===== src/rtl/alu_pipe.sv =====
// alu_pipe: valid/ready ALU with registered result, flags and error bit.
// Optional iterative multiplier enabled by defining ALU_PIPE_MUL_EN.
//
// Ports:
//   clk, rst            clock, synchronous active-high reset
//   in_valid/in_ready   request handshake (op, a, b)
//   out_valid/out_ready result handshake (c, flags = {n,z,cy,ov}, err)
//   busy                multiplier iterating (always 0 without ALU_PIPE_MUL_EN)
module alu_pipe #(
    parameter int WIDTH = 8
) (
    input  logic             clk,
    input  logic             rst,
    input  logic             in_valid,
    output logic             in_ready,
    input  logic [2:0]       op,
    input  logic [WIDTH-1:0] a,
    input  logic [WIDTH-1:0] b,
    output logic             out_valid,
    input  logic             out_ready,
    output logic [WIDTH-1:0] c,
    output logic [3:0]       flags,
    output logic             err,
    output logic             busy
);

    localparam int LW = $clog2(WIDTH);

    localparam logic [2:0] OP_ADD = 3'b000;
    localparam logic [2:0] OP_AND = 3'b001;
    localparam logic [2:0] OP_SUB = 3'b010;
    localparam logic [2:0] OP_OR  = 3'b011;
    localparam logic [2:0] OP_XOR = 3'b100;
    localparam logic [2:0] OP_SLT = 3'b101;
    localparam logic [2:0] OP_SHL = 3'b110;
    localparam logic [2:0] OP_MUL = 3'b111;

`ifdef ALU_PIPE_MUL_EN
    typedef enum logic [1:0] {IDLE, BUSY, DONE} state_t;
`else
    typedef enum logic [1:0] {IDLE, DONE} state_t;
`endif

    state_t state, state_nx;

    logic accept;
    logic start_mul;
    logic mul_last;

    // Ready is gated by reset so nothing is handshaken on a reset edge.
    assign in_ready  = !rst &&
                       ((state == IDLE) || ((state == DONE) && out_ready));
    assign accept    = in_valid && in_ready;
    assign out_valid = (state == DONE);

    // ---------------- single-cycle datapath ----------------
    logic [WIDTH-1:0] alu_c;
    logic             alu_cy;
    logic             alu_ov;
    logic             alu_err;
    logic [WIDTH:0]   sum_x;
    logic [WIDTH-1:0] dif;
    logic [WIDTH:0]   shl_x;

    always_comb begin
        alu_c   = '0;
        alu_cy  = 1'b0;
        alu_ov  = 1'b0;
        alu_err = 1'b0;
        sum_x   = {1'b0, a} + {1'b0, b};
        dif     = a - b;
        // Extra top bit catches the last bit shifted out (0 for shift 0).
        shl_x   = {1'b0, a} << b[LW-1:0];
        unique case (op)
            OP_ADD: begin
                alu_c  = sum_x[WIDTH-1:0];
                alu_cy = sum_x[WIDTH];
                alu_ov = (a[WIDTH-1] == b[WIDTH-1]) &&
                         (sum_x[WIDTH-1] != a[WIDTH-1]);
            end
            OP_AND: alu_c = a & b;
            OP_SUB: begin
                alu_c  = dif;
                alu_cy = (a < b);
                alu_ov = (a[WIDTH-1] != b[WIDTH-1]) &&
                         (dif[WIDTH-1] != a[WIDTH-1]);
            end
            OP_OR:  alu_c = a | b;
            OP_XOR: alu_c = a ^ b;
            OP_SLT: alu_c = {{(WIDTH-1){1'b0}},
                             ($signed(a) < $signed(b))};
            OP_SHL: begin
                alu_c  = shl_x[WIDTH-1:0];
                alu_cy = shl_x[WIDTH];
            end
            OP_MUL: begin
`ifndef ALU_PIPE_MUL_EN
                alu_err = 1'b1;
`endif
            end
            default: alu_c = '0;
        endcase
    end

    // ---------------- multiplier ----------------
`ifdef ALU_PIPE_MUL_EN
    localparam logic [LW-1:0] LAST = LW'(WIDTH - 1);

    logic [2*WIDTH-1:0] mcand;
    logic [WIDTH-1:0]   mplier;
    logic [2*WIDTH-1:0] acc;
    logic [2*WIDTH-1:0] acc_nx;
    logic [LW-1:0]      cnt;

    assign start_mul = (op == OP_MUL);
    assign busy      = (state == BUSY);
    assign mul_last  = (state == BUSY) && (cnt == LAST);
    assign acc_nx    = mplier[0] ? (acc + mcand) : acc;

    always_ff @(posedge clk) begin
        if (rst) begin
            mcand  <= '0;
            mplier <= '0;
            acc    <= '0;
            cnt    <= '0;
        end else if (accept && start_mul) begin
            mcand  <= {{WIDTH{1'b0}}, a};
            mplier <= b;
            acc    <= '0;
            cnt    <= '0;
        end else if (state == BUSY) begin
            mcand  <= mcand << 1;
            mplier <= mplier >> 1;
            acc    <= acc_nx;
            cnt    <= cnt + LW'(1);
        end
    end
`else
    assign start_mul = 1'b0;
    assign busy      = 1'b0;
    assign mul_last  = 1'b0;
`endif

    // ---------------- control ----------------
    always_comb begin
        state_nx = state;
        unique case (state)
            IDLE: begin
                if (accept)
                    state_nx = start_mul ? state_t'(DONE + 0) : DONE;
            end
`ifdef ALU_PIPE_MUL_EN
            BUSY: begin
                if (mul_last) state_nx = DONE;
            end
`endif
            DONE: begin
                if (accept) state_nx = DONE;
                else if (out_ready) state_nx = IDLE;
            end
            default: state_nx = IDLE;
        endcase
`ifdef ALU_PIPE_MUL_EN
        if (accept && start_mul) state_nx = BUSY;
`endif
    end

    always_ff @(posedge clk) begin
        if (rst) state <= IDLE;
        else     state <= state_nx;
    end

    // ---------------- result registers ----------------
    always_ff @(posedge clk) begin
        if (rst) begin
            c     <= '0;
            flags <= '0;
            err   <= 1'b0;
        end else if (accept && !start_mul) begin
            c     <= alu_c;
            flags <= {alu_c[WIDTH-1], (alu_c == '0), alu_cy, alu_ov};
            err   <= alu_err;
        end
`ifdef ALU_PIPE_MUL_EN
        else if (mul_last) begin
            c     <= acc_nx[WIDTH-1:0];
            flags <= {acc_nx[WIDTH-1], (acc_nx[WIDTH-1:0] == '0),
                      1'b0, (acc_nx[2*WIDTH-1:WIDTH] != '0)};
            err   <= 1'b0;
        end
`endif
    end

endmodule

===== config.mk =====
export PLATFORM = sky130hd
export DESIGN_NAME = alu_pipe
export DESIGN_NICKNAME = d
export VERILOG_FILES = /design/src/rtl/alu_pipe.sv
export SDC_FILE = /design/constraint.sdc
export NUM_CORES = 1
export LEC_CHECK = 0
export BUFFER_PORTS_ARGS = -buffer_cell sky130_fd_sc_hd__buf_2
export CAP_MARGIN = 5
export CORE_UTILIZATION = 56
export DETAILED_ROUTE_END_ITERATION = 8
export GPL_TIMING_DRIVEN = 0
export HOLD_SLACK_MARGIN = 0.05
export PLACE_DENSITY_LB_ADDON = 0.05
export SLEW_MARGIN = 5
export SYNTH_ARGS = -nofsm -noshare
export SYNTH_HDL_FRONTEND = slang
export SYNTH_SLANG_ARGS = --single-unit

===== constraint.sdc =====
create_clock -name clk -period 3.7 [get_ports clk]
set_clock_uncertainty 0.1 [all_clocks]
set_input_delay 0.74 -clock clk [delete_from_list [all_inputs] [get_ports clk]]
set_output_delay 0.74 -clock clk [all_outputs]
set_load 0.03 [all_outputs]

## After elaboration in Yosys (flattened, before gate mapping)

Cells that the tools add are included.

- Memories: 0
- Bits in writable memories: 0
- Output and inout port bits: 16
- Register bits after elaboration: 15
- Latch bits: 0
- Word-level logic and storage cells: 45
- Bits in read-only memories: 0

- Multiply operators: 0
- Mux-type cells: 8
- Div/mod/pow operators: 0
- Add/subtract/negate cells: 2
- Reductions and logical operators: 11
- Magnitude comparators: 2
- Bitwise gates (word level): 3
- Equal/unequal tests: 14
- Shift-type cells: 1

Operators by type and width:

| operator | count |
|---|---|
| $pmux 8 s7 | 1 |
| $lt 8x8->1 | 2 |
| $eq 3x3->1 const B | 4 |
| $add 8x8->9 | 1 |
| $shl 8x3->9 | 1 |
| $and 8x8->8 | 1 |
| $logic_not 8->1 | 1 |
| $or 8x8->8 | 1 |
| $sub 8x8->8 | 1 |
| $xor 8x8->8 | 1 |
| $eq 3x2->1 const B | 2 |
| $mux 2 | 3 |
| $logic_and 1x1->1 | 5 |
| $pmux 2 s2 | 1 |
| $eq 3x1->1 const B | 1 |
| $logic_not 3->1 | 1 |
| $ne 1x1->1 | 3 |
| $ne 3x1->1 const B | 1 |
| $pmux 1 s3 | 1 |
| $eq 2x1->1 const B | 1 |
| $logic_not 2->1 | 1 |
| $ne 2x2->1 const B | 1 |
| $pmux 1 s2 | 1 |
| $reduce_and 2->1 | 1 |
| 4 further kinds | 4 |

## Longest topological paths before layout

Gate-level depths: netlist (run 1).

- Depth in word-level cells: 7
- Gate-level depth with buffers: 9
- Depth with buffers taken out: 9

## Worst setup path before layout (run 1)

No wires, ideal clock.

- Path type: input to register
- From: in b[1]
- To: reg c[7]
- Path buffers: 1
- Arrival time: 2.593 ns
- Cell stages on the path: 9
- Data required time: 3.483 ns
- Path slack: 0.890 ns
- Cells stage by stage: buf_6 > inv_1 > ha_1 > a21o_1 > o2bb2ai_1 > o41a_1 > a221oi_1 > o21ai_1 > a32o_1

- Longest elaborated chain between the ends: 2

RTL lines:

| what | line | source |
|---|---|---|
| start, declared | 18 | `input logic [WIDTH-1:0] b,` |
| $sub 8x8->8 (tied with other cells) | 71 | `dif = a - b;` |
| $pmux 8 s7 * | 74 | `unique case (op)` |
| end signal, assigned | 180 | `c <= alu_c;` |
| end, declared | 21 | `output logic [WIDTH-1:0] c,` |

Mark *: on every way between the ends. The rest lies on a longest branch, timed or not.
A chain may end at the register's enable or synchronous reset.

## Worst setup path in the final report (run 1)

- From: in a[0]
- To: reg flags[2]

- Longest elaborated chain between the ends: 3

RTL lines:

| what | line | source |
|---|---|---|
| start, declared | 17 | `input logic [WIDTH-1:0] a,` |
| $sub 8x8->8 (tied with other cells) | 71 |  |
| $pmux 8 s7 * | 74 |  |
| $logic_not 8->1 * | 181 | `flags <= {alu_c[WIDTH-1], (alu_c == '0), alu_cy, alu_ov};` |
| end signal, assigned | 181 |  |
| end, declared | 22 | `output logic [3:0] flags,` |

Marks and branches as above.

==> results of run 1 <==
cells in the final DEF, fill, tap and decap left out, types with 3 or more instances in the layout:
cell type / count
buf_2: 38
nand2_1: 28
inv_1: 26
ha_1: 25
o21ai_0: 13
dfxtp_1: 13
nor2_1: 11
a21oi_1: 11
mux2i_1: 7
a211oi_1: 6
clkbuf_1: 5
a21o_1: 5
nor2b_1: 4
nor3_1: 4
buf_4: 4
a221oi_1: 4
and3_1: 4
nor3b_1: 3
nand2b_1: 3
a221o_1: 3
o221ai_1: 3
mux2_2: 3
nand3_1: 3
o221a_2: 3
clkbuf_4: 3
state kept, by name, summed over array words and instances (netlist names):
name   count
flags      3
err        1
state      1
c          8
how the worst max path moves through the flow:
stage	startpoint	to	slack, ns	depth (start not counted)
2_1_floorplan	b[1]	c[7]	0.89	9
3_3_place_gp	a[0]	flags[2]	0.41	10
3_5_place_dp	a[0]	flags[2]	0.38	10
4_1_cts	a[0]	flags[2]	0.67	10
5_1_grt	b[1]	flags[2]	0.44	10
6_report	a[0]	flags[2]	0.64	10
where the power goes:
part           internal [W]  switching, W  leakage, nW
Combinational      0.000107      0.000166        0.938
Sequential         0.000150    0.00000452        0.107
Clock             0.0000419     0.0000455       0.0150
Total              0.000299      0.000216         1.06
cells by family (layout without fill, tap and decap cells):
kind of cell / after synthesis / after routing
and+or+nand+nor: 77 / 77
AOI/OAI and AO/OA: 74 / 74
buffers and inverters: 42 / 80
adders and majority gates: 27 / 27
muxes: 14 / 14
DFF: 13 / 13
xor gates and xnor gates: 2 / 2
other: 1 / 1
per-layer routing:
metal / up-vias / track usage [%] / wire length, um
met5: - / 0 / 0
met4: 0 / 16.51 / 128
met3: 13 / 4.202 / 371
met2: 89 / 49.53 / 2394
met1: 949 / 38.19 / 2229
li1: 988 / - / -
layout make-up:
class	instances	area [um2]
inverters	26	97.59
multi-input cells	195	1516
clock buffers	4	26.28
fillers	339	1137
repair buffers	34	170.2
plain buffers	16	97.59
well taps	46	57.56
flip-flops and latches	13	260.3
per-stage QoR:
step | util (%) | total power, W | cells | instance area [um2] | hold slack, ns
2_1_floorplan | - | 0.0003517 | 250 | 1972 | 0.4813
3_3_place_gp | 65.40 | 0.0004198 | 330 | 2200 | 0.3306
3_5_place_dp | 65.40 | 0.0004269 | 330 | 2200 | 0.3353
4_1_cts | 66.18 | 0.0005141 | 334 | 2226 | 0.3525
5_1_grt | 66.18 | 0.0005536 | 334 | 2226 | 0.3753
6_report | 66.18 | 0.0005154 | 334 | 2226 | 0.3487
worst max-delay path, stage by stage:
cell and delay [ns]:
buf_2 0.13, inv_1 0.07, ha_1 0.22, fa_1 0.42, o21bai_1 0.25, a21oi_1 0.12, a221o_1 0.33, a221oi_1 0.48
nand4_1 0.15, o31ai_1 0.24
==> metrics.md, run 1 <==
| Metric | Value |
|---|---|
| Reg2Reg Capture Point | `flags[2]` |
| Critical Path Fanout Max | `5` |
| Syn. warnings | `0` |
| DR pass1 iterations | `4` |
| Post-synth top area cell | `ha_1` |
| WL/cell | `15.34 um` |
| Synth cell count leaders | `28 x nand2_1, 26 x inv_1, 25 x ha_1, 13 x dfxtp_1, 13 x o21ai_0` |
| Port Buffers | `34` |
| Hold EP | `flags[2]` |
| Clk Latency, worst-skew pair | `0.28 ns` |
| CP Class | `input pin to register` |
| Multiplexer share of the synthesized area | `10.22%` |
| Post-CTS Repair Setup Buffers | `0` |
| GPL Wtd Cong | `0.9494` |
| Number of synthesized flops with an enable pin | `0` |
| Data arrival, critical path | `3.15 ns` |
| Nets | `339` |
| Slew Limit Fails | `0` |
| Global route overflow | `0` |
| Crit path required time | `3.80 ns` |
| Largest family of logic cells by synthesized area | `compound AO/OA/AOI/OAI gates` |
| Crit path capture type | `register` |
| Final setup viols | `0` |
| #FFs+latches synth | `13` |
| Ant diodes | `0` |
| Initial antenna violation count | `0` |
| Syn-to-layout area delta | `12.88%` |
| Synth Area in XOR/XNOR | `0.8883%` |
| R2r startpoint | `state[0]` |
| Synth Area in Compound Gates | `27.54%` |
| Post-synthesis adder-cell area fraction | `17.89%` |
| Post-synth top flop | `dfxtp_1` |
| Leak | `1.059 nW` |
| DP Wirelength | `4203 um` |
| Layout cell share with drive strength beyond 1 | `22.22%` |
| Top-count cell post-synth | `nand2_1` |
| Pin count of the biggest net entering global routing | `11` |
| Max Cap Viol | `0` |
| Syn Inst Count | `250` |
| Synth Cell Area | `0.001972 mm2` |
| Startpoint Class | `input pin` |
| Setup slack at placement | `0.3777 ns` |
| CTS tree | `done` |
| # H-tree levels | `1` |
| Post-Synth Simple-Gate Area | `20.18%` |
| DR vias/cell | `6.105` |
| DR DRC count | `0` |
| First-pass GRT wire length | `8252 um` |
| Status | `finished clean` |
| Via count | `2039` |
| Hold Crit Depth | `2` |
| Synth unique cells | `63` |
| Worst-margin pin slew | `1.046 ns` |
| Initial Util | `58.63%` |
| Max clock buf depth | `2` |
| CORE AREA | `0.003363 mm2` |
| Fin crit share | `82.60%` |
| Hold Buf Count CTS | `0` |
| Max_slew headroom | `30.13%` |
| Mean Syn Cell Area | `7.888 um2` |
| WL final | `5124 um` |
| Vias in the first global route | `1764` |
| DIE HEIGHT | `61.34 um` |
| Hold Crit Class | `register to register` |
| Cts repair resizes | `0` |
| Final min period | `3.056 ns` |
| TritonCTS Sinks | `13` |
| Core Rows | `21` |
| Setup tns final | `0 ns` |
| Yosys top cell area share | `15.86%` |
| Setup ws final | `0.6439 ns` |
| Hold Crit Start | `flags[2]` |
| # IOs | `39` |
| Max VDD drop | `0.00009073 V` |
| Max Freq | `0.3272 GHz` |
| Die W | `61.34 um` |
| Antenna Nets Post-Route | `0` |
| CTS root buf | `clkbuf_4` |
| Synth async-reset ratio | `0%` |
| Seq/Total Area, Yosys | `13.20%` |
| Final Hold Fails | `0` |
| Ranking of synthesized cells by area | `ha_1 16%, dfxtp_1 13%, nand2_1 5.3%, inv_1 4.9%, mux2i_1 3.6%` |
| RSZ-0062 raised after global routing | `no` |
| DRC violation total after the first TritonRoute iteration | `127` |
| Total GRT Usage | `30.16%` |
| Cell Pwr Density | `231.6 mW/mm2` |
| Worst-path clk slew | `0.07 ns` |
| Die ar. | `0.003763 mm2` |
| R2R Setup Slk | `1.52 ns` |
| Worst R2R Path Depth | `6` |
| Syn Nets | `300` |
| CTS Buf Count | `3` |
Power figures use the tool's default switching activity.
==> inputs of run 2 (changes only) <==
--- a/config.mk
+++ b/config.mk
@@ -7,7 +7,7 @@
 export LEC_CHECK = 0
 export BUFFER_PORTS_ARGS = -buffer_cell sky130_fd_sc_hd__buf_2
 export CAP_MARGIN = 5
-export CORE_UTILIZATION = 56
+export CORE_UTILIZATION = 51
 export DETAILED_ROUTE_END_ITERATION = 8
 export GPL_TIMING_DRIVEN = 0
 export HOLD_SLACK_MARGIN = 0.05
==> constraint.sdc (replaced) <==
create_clock -name clk -period 2.75 [get_ports clk]
set_clock_uncertainty 0.1 [all_clocks]
set_input_delay 0.55 -clock clk [delete_from_list [all_inputs] [get_ports clk]]
set_output_delay 0.55 -clock clk [all_outputs]
set_load 0.03 [all_outputs]
==> run 2 against run 1 <==
Count of clock-buffer cells in the layout unchanged. Critical endpoint unchanged. Sequential power increased by 35%. Sequential share of layout area decreased by 0.62 points. Largest power group unchanged. Flip-flop and latch count unchanged.
==> metrics.md, run 2 (same netlist as run 1, synthesis figures left out) <==
| Metric | Value |
|---|---|
| Clk Latency, worst-skew pair | `0.24 ns` |
| Initial antenna violation count | `0` |
| Crit-path cells | `buf_2 -> inv_1 -> ha_1 -> fa_2 -> o21bai_4 -> a21oi_1 -> a221o_1 -> a221oi_2 -> nand4_1 -> o31ai_2` |
| Max reg flops | `8` |
| Leak | `1.094 nW` |
| Worst-margin pin slew | `1.041 ns` |
| GPL Wtd Cong | `0.8693` |
| Combinational share of power | `51.1%` |
| Core Rows | `22` |
| Max VDD drop | `0.0001220 V` |
| Most flops, register | `c` |
| Cell Pwr Density | `328.5 mW/mm2` |
| Biggest regs | `c x8, flags x3` |
| DR pass1 iterations | `4` |
| Max_slew headroom | `30.47%` |
| DP Cell Count | `332` |
| Ant diodes | `0` |
| Total power | `0.0007720 W` |
| Startpoint Class | `input pin` |
| Total GRT Usage | `26.97%` |
| Largest stage delay, worst path | `0.40 ns` |
| Switching pwr | `0.0003081 W` |
| DP Wirelength | `4194 um` |
| Max Freq | `0.3756 GHz` |
| Register share of total power | `27.0%` |
| Final Hold Fails | `0` |
| Switching portion of total power | `39.91%` |
| # H-tree levels | `1` |
| DRC violation total after the first TritonRoute iteration | `92` |
| Fin cells | `339` |
| Syn-to-layout area delta | `19.16%` |
| Nets | `342` |
| P_int | `0.0004638 W` |
| First-pass GRT wire length | `8769 um` |
| CORE AREA | `0.003689 mm2` |
| Antenna Nets Post-Route | `0` |
| Commonest cells after routing, fill and taps aside | `36 x buf_2, 28 x nand2_1, 25 x inv_1` |
| Global route overflow | `0` |
| Worst-path clk slew | `0.05 ns` |
| Data arrival, critical path | `2.72 ns` |
| Final setup viols | `0` |
| Layout cell share with drive strength beyond 1 | `27.15%` |
| Setup ws final | `0.08730 ns` |
| Via count | `2033` |
| Initial Util | `53.46%` |
| Fin crit share | `96.83%` |
| Die W | `64.18 um` |
| Status | `finished clean` |
| Pin count of the biggest net entering global routing | `11` |
| WL/cell | `15.84 um` |
| Final core occ | `63.70%` |
| # IOs | `39` |
| Crit path capture type | `register` |
| Max clock buf depth | `2` |
| Max Cap Viol | `0` |
| WL final | `5371 um` |
| Hold Crit Class | `register to register` |
| DR vias/cell | `5.997` |
| DR DRC count | `0` |
| Vias in the first global route | `1862` |
| Clock power share | `21.9%` |
| Die ar. | `0.004119 mm2` |
| CP Class | `input pin to register` |
| Port Buffers | `34` |
| Final min period | `2.663 ns` |
| CTS tree | `done` |
| DIE HEIGHT | `64.18 um` |
| CTS root buf | `clkbuf_8` |
| Slowest CP cell | `fa_2` |
| Crit path required time | `2.81 ns` |
| CTS Buf Count | `3` |
| Critical Path Fanout Max | `5` |
| Leading cell type in the layout, fill and taps excluded | `buf_2` |
| Setup slack at placement | `-0.4140 ns` |
| Slew Limit Fails | `0` |
| TritonCTS Sinks | `13` |
==> run 2: final timing paths <==
kind	to	cells after the start	slack (ns)	start
max	flags[2]	10	0.09	a[0]
min	c[0]	2	0.35	c[0]
max reg2reg	flags[2]	6	0.52	state[0]
min reg2reg	c[0]	2	0.35	c[0]
==> run 2: what timing repair did <==
action | 4_1_cts | 5_1_grt
setup endpoints to repair | 3 | 3
setup buffers | 1 | 2
hold buffers | 0 | 0
endpoints found under the hold margin | 0 | 0
gates resized for setup | 4 | 12
pin swaps | 2 | 5
==> run 2: cell type report <==
type	instances	area (um2)
tap	48	60.06
fill	328	1339
inverter	26	101.3
timing repair buffer	37	195.2
sequential	13	260.3
multi-input combinational	195	1588
clock buffer	4	45.04
buffer	16	100.1
==> run 2: critical path, delay by kind of cell <==
kind	cells	cell delay, ns
adder cells (fa/ha/maj)	2	0.64
AO/OA/AOI/OAI	5	1.17
AND/OR/NAND/NOR	1	0.16
buffers and inverters	2	0.18
==> run 2: routing by layer <==
layer | track usage, % | vias up | wire length (um) | share of wire [%]
li1 | - | 992 | - | -
met1 | 34.19 | 940 | 2406 | 45
met2 | 46.54 | 88 | 2515 | 47
met3 | 2.321 | 13 | 334 | 6.2
met4 | 11.11 | 0 | 115 | 2.1
met5 | 0 | - | 0 | 0
==> run 2: power by group through the flow <==
stage | combinational, W | clock [W] | sequential [W]
6_report | 0.000395 | 0.000169 | 0.000209
5_1_grt | 0.000430 | 0.000179 | 0.000211
4_1_cts | 0.000367 | 0.000171 | 0.000209
3_5_place_dp | 0.000360 | 0 | 0.000213
3_3_place_gp | 0.000355 | 0 | 0.000213
2_1_floorplan | 0.000231 | 0 | 0.000242
==> run 2: metrics by stage <==
stage                       TNS, ns  hold slack [ns]  cell area, um2
after global routing      -0.009508           0.3837            2350
after global placement       -1.323           0.3292            2202
after floorplan                   0           0.4813            1972
after detailed placement     -1.439           0.3376            2202
after CTS                         0           0.3498            2272
final                             0           0.3461            2350
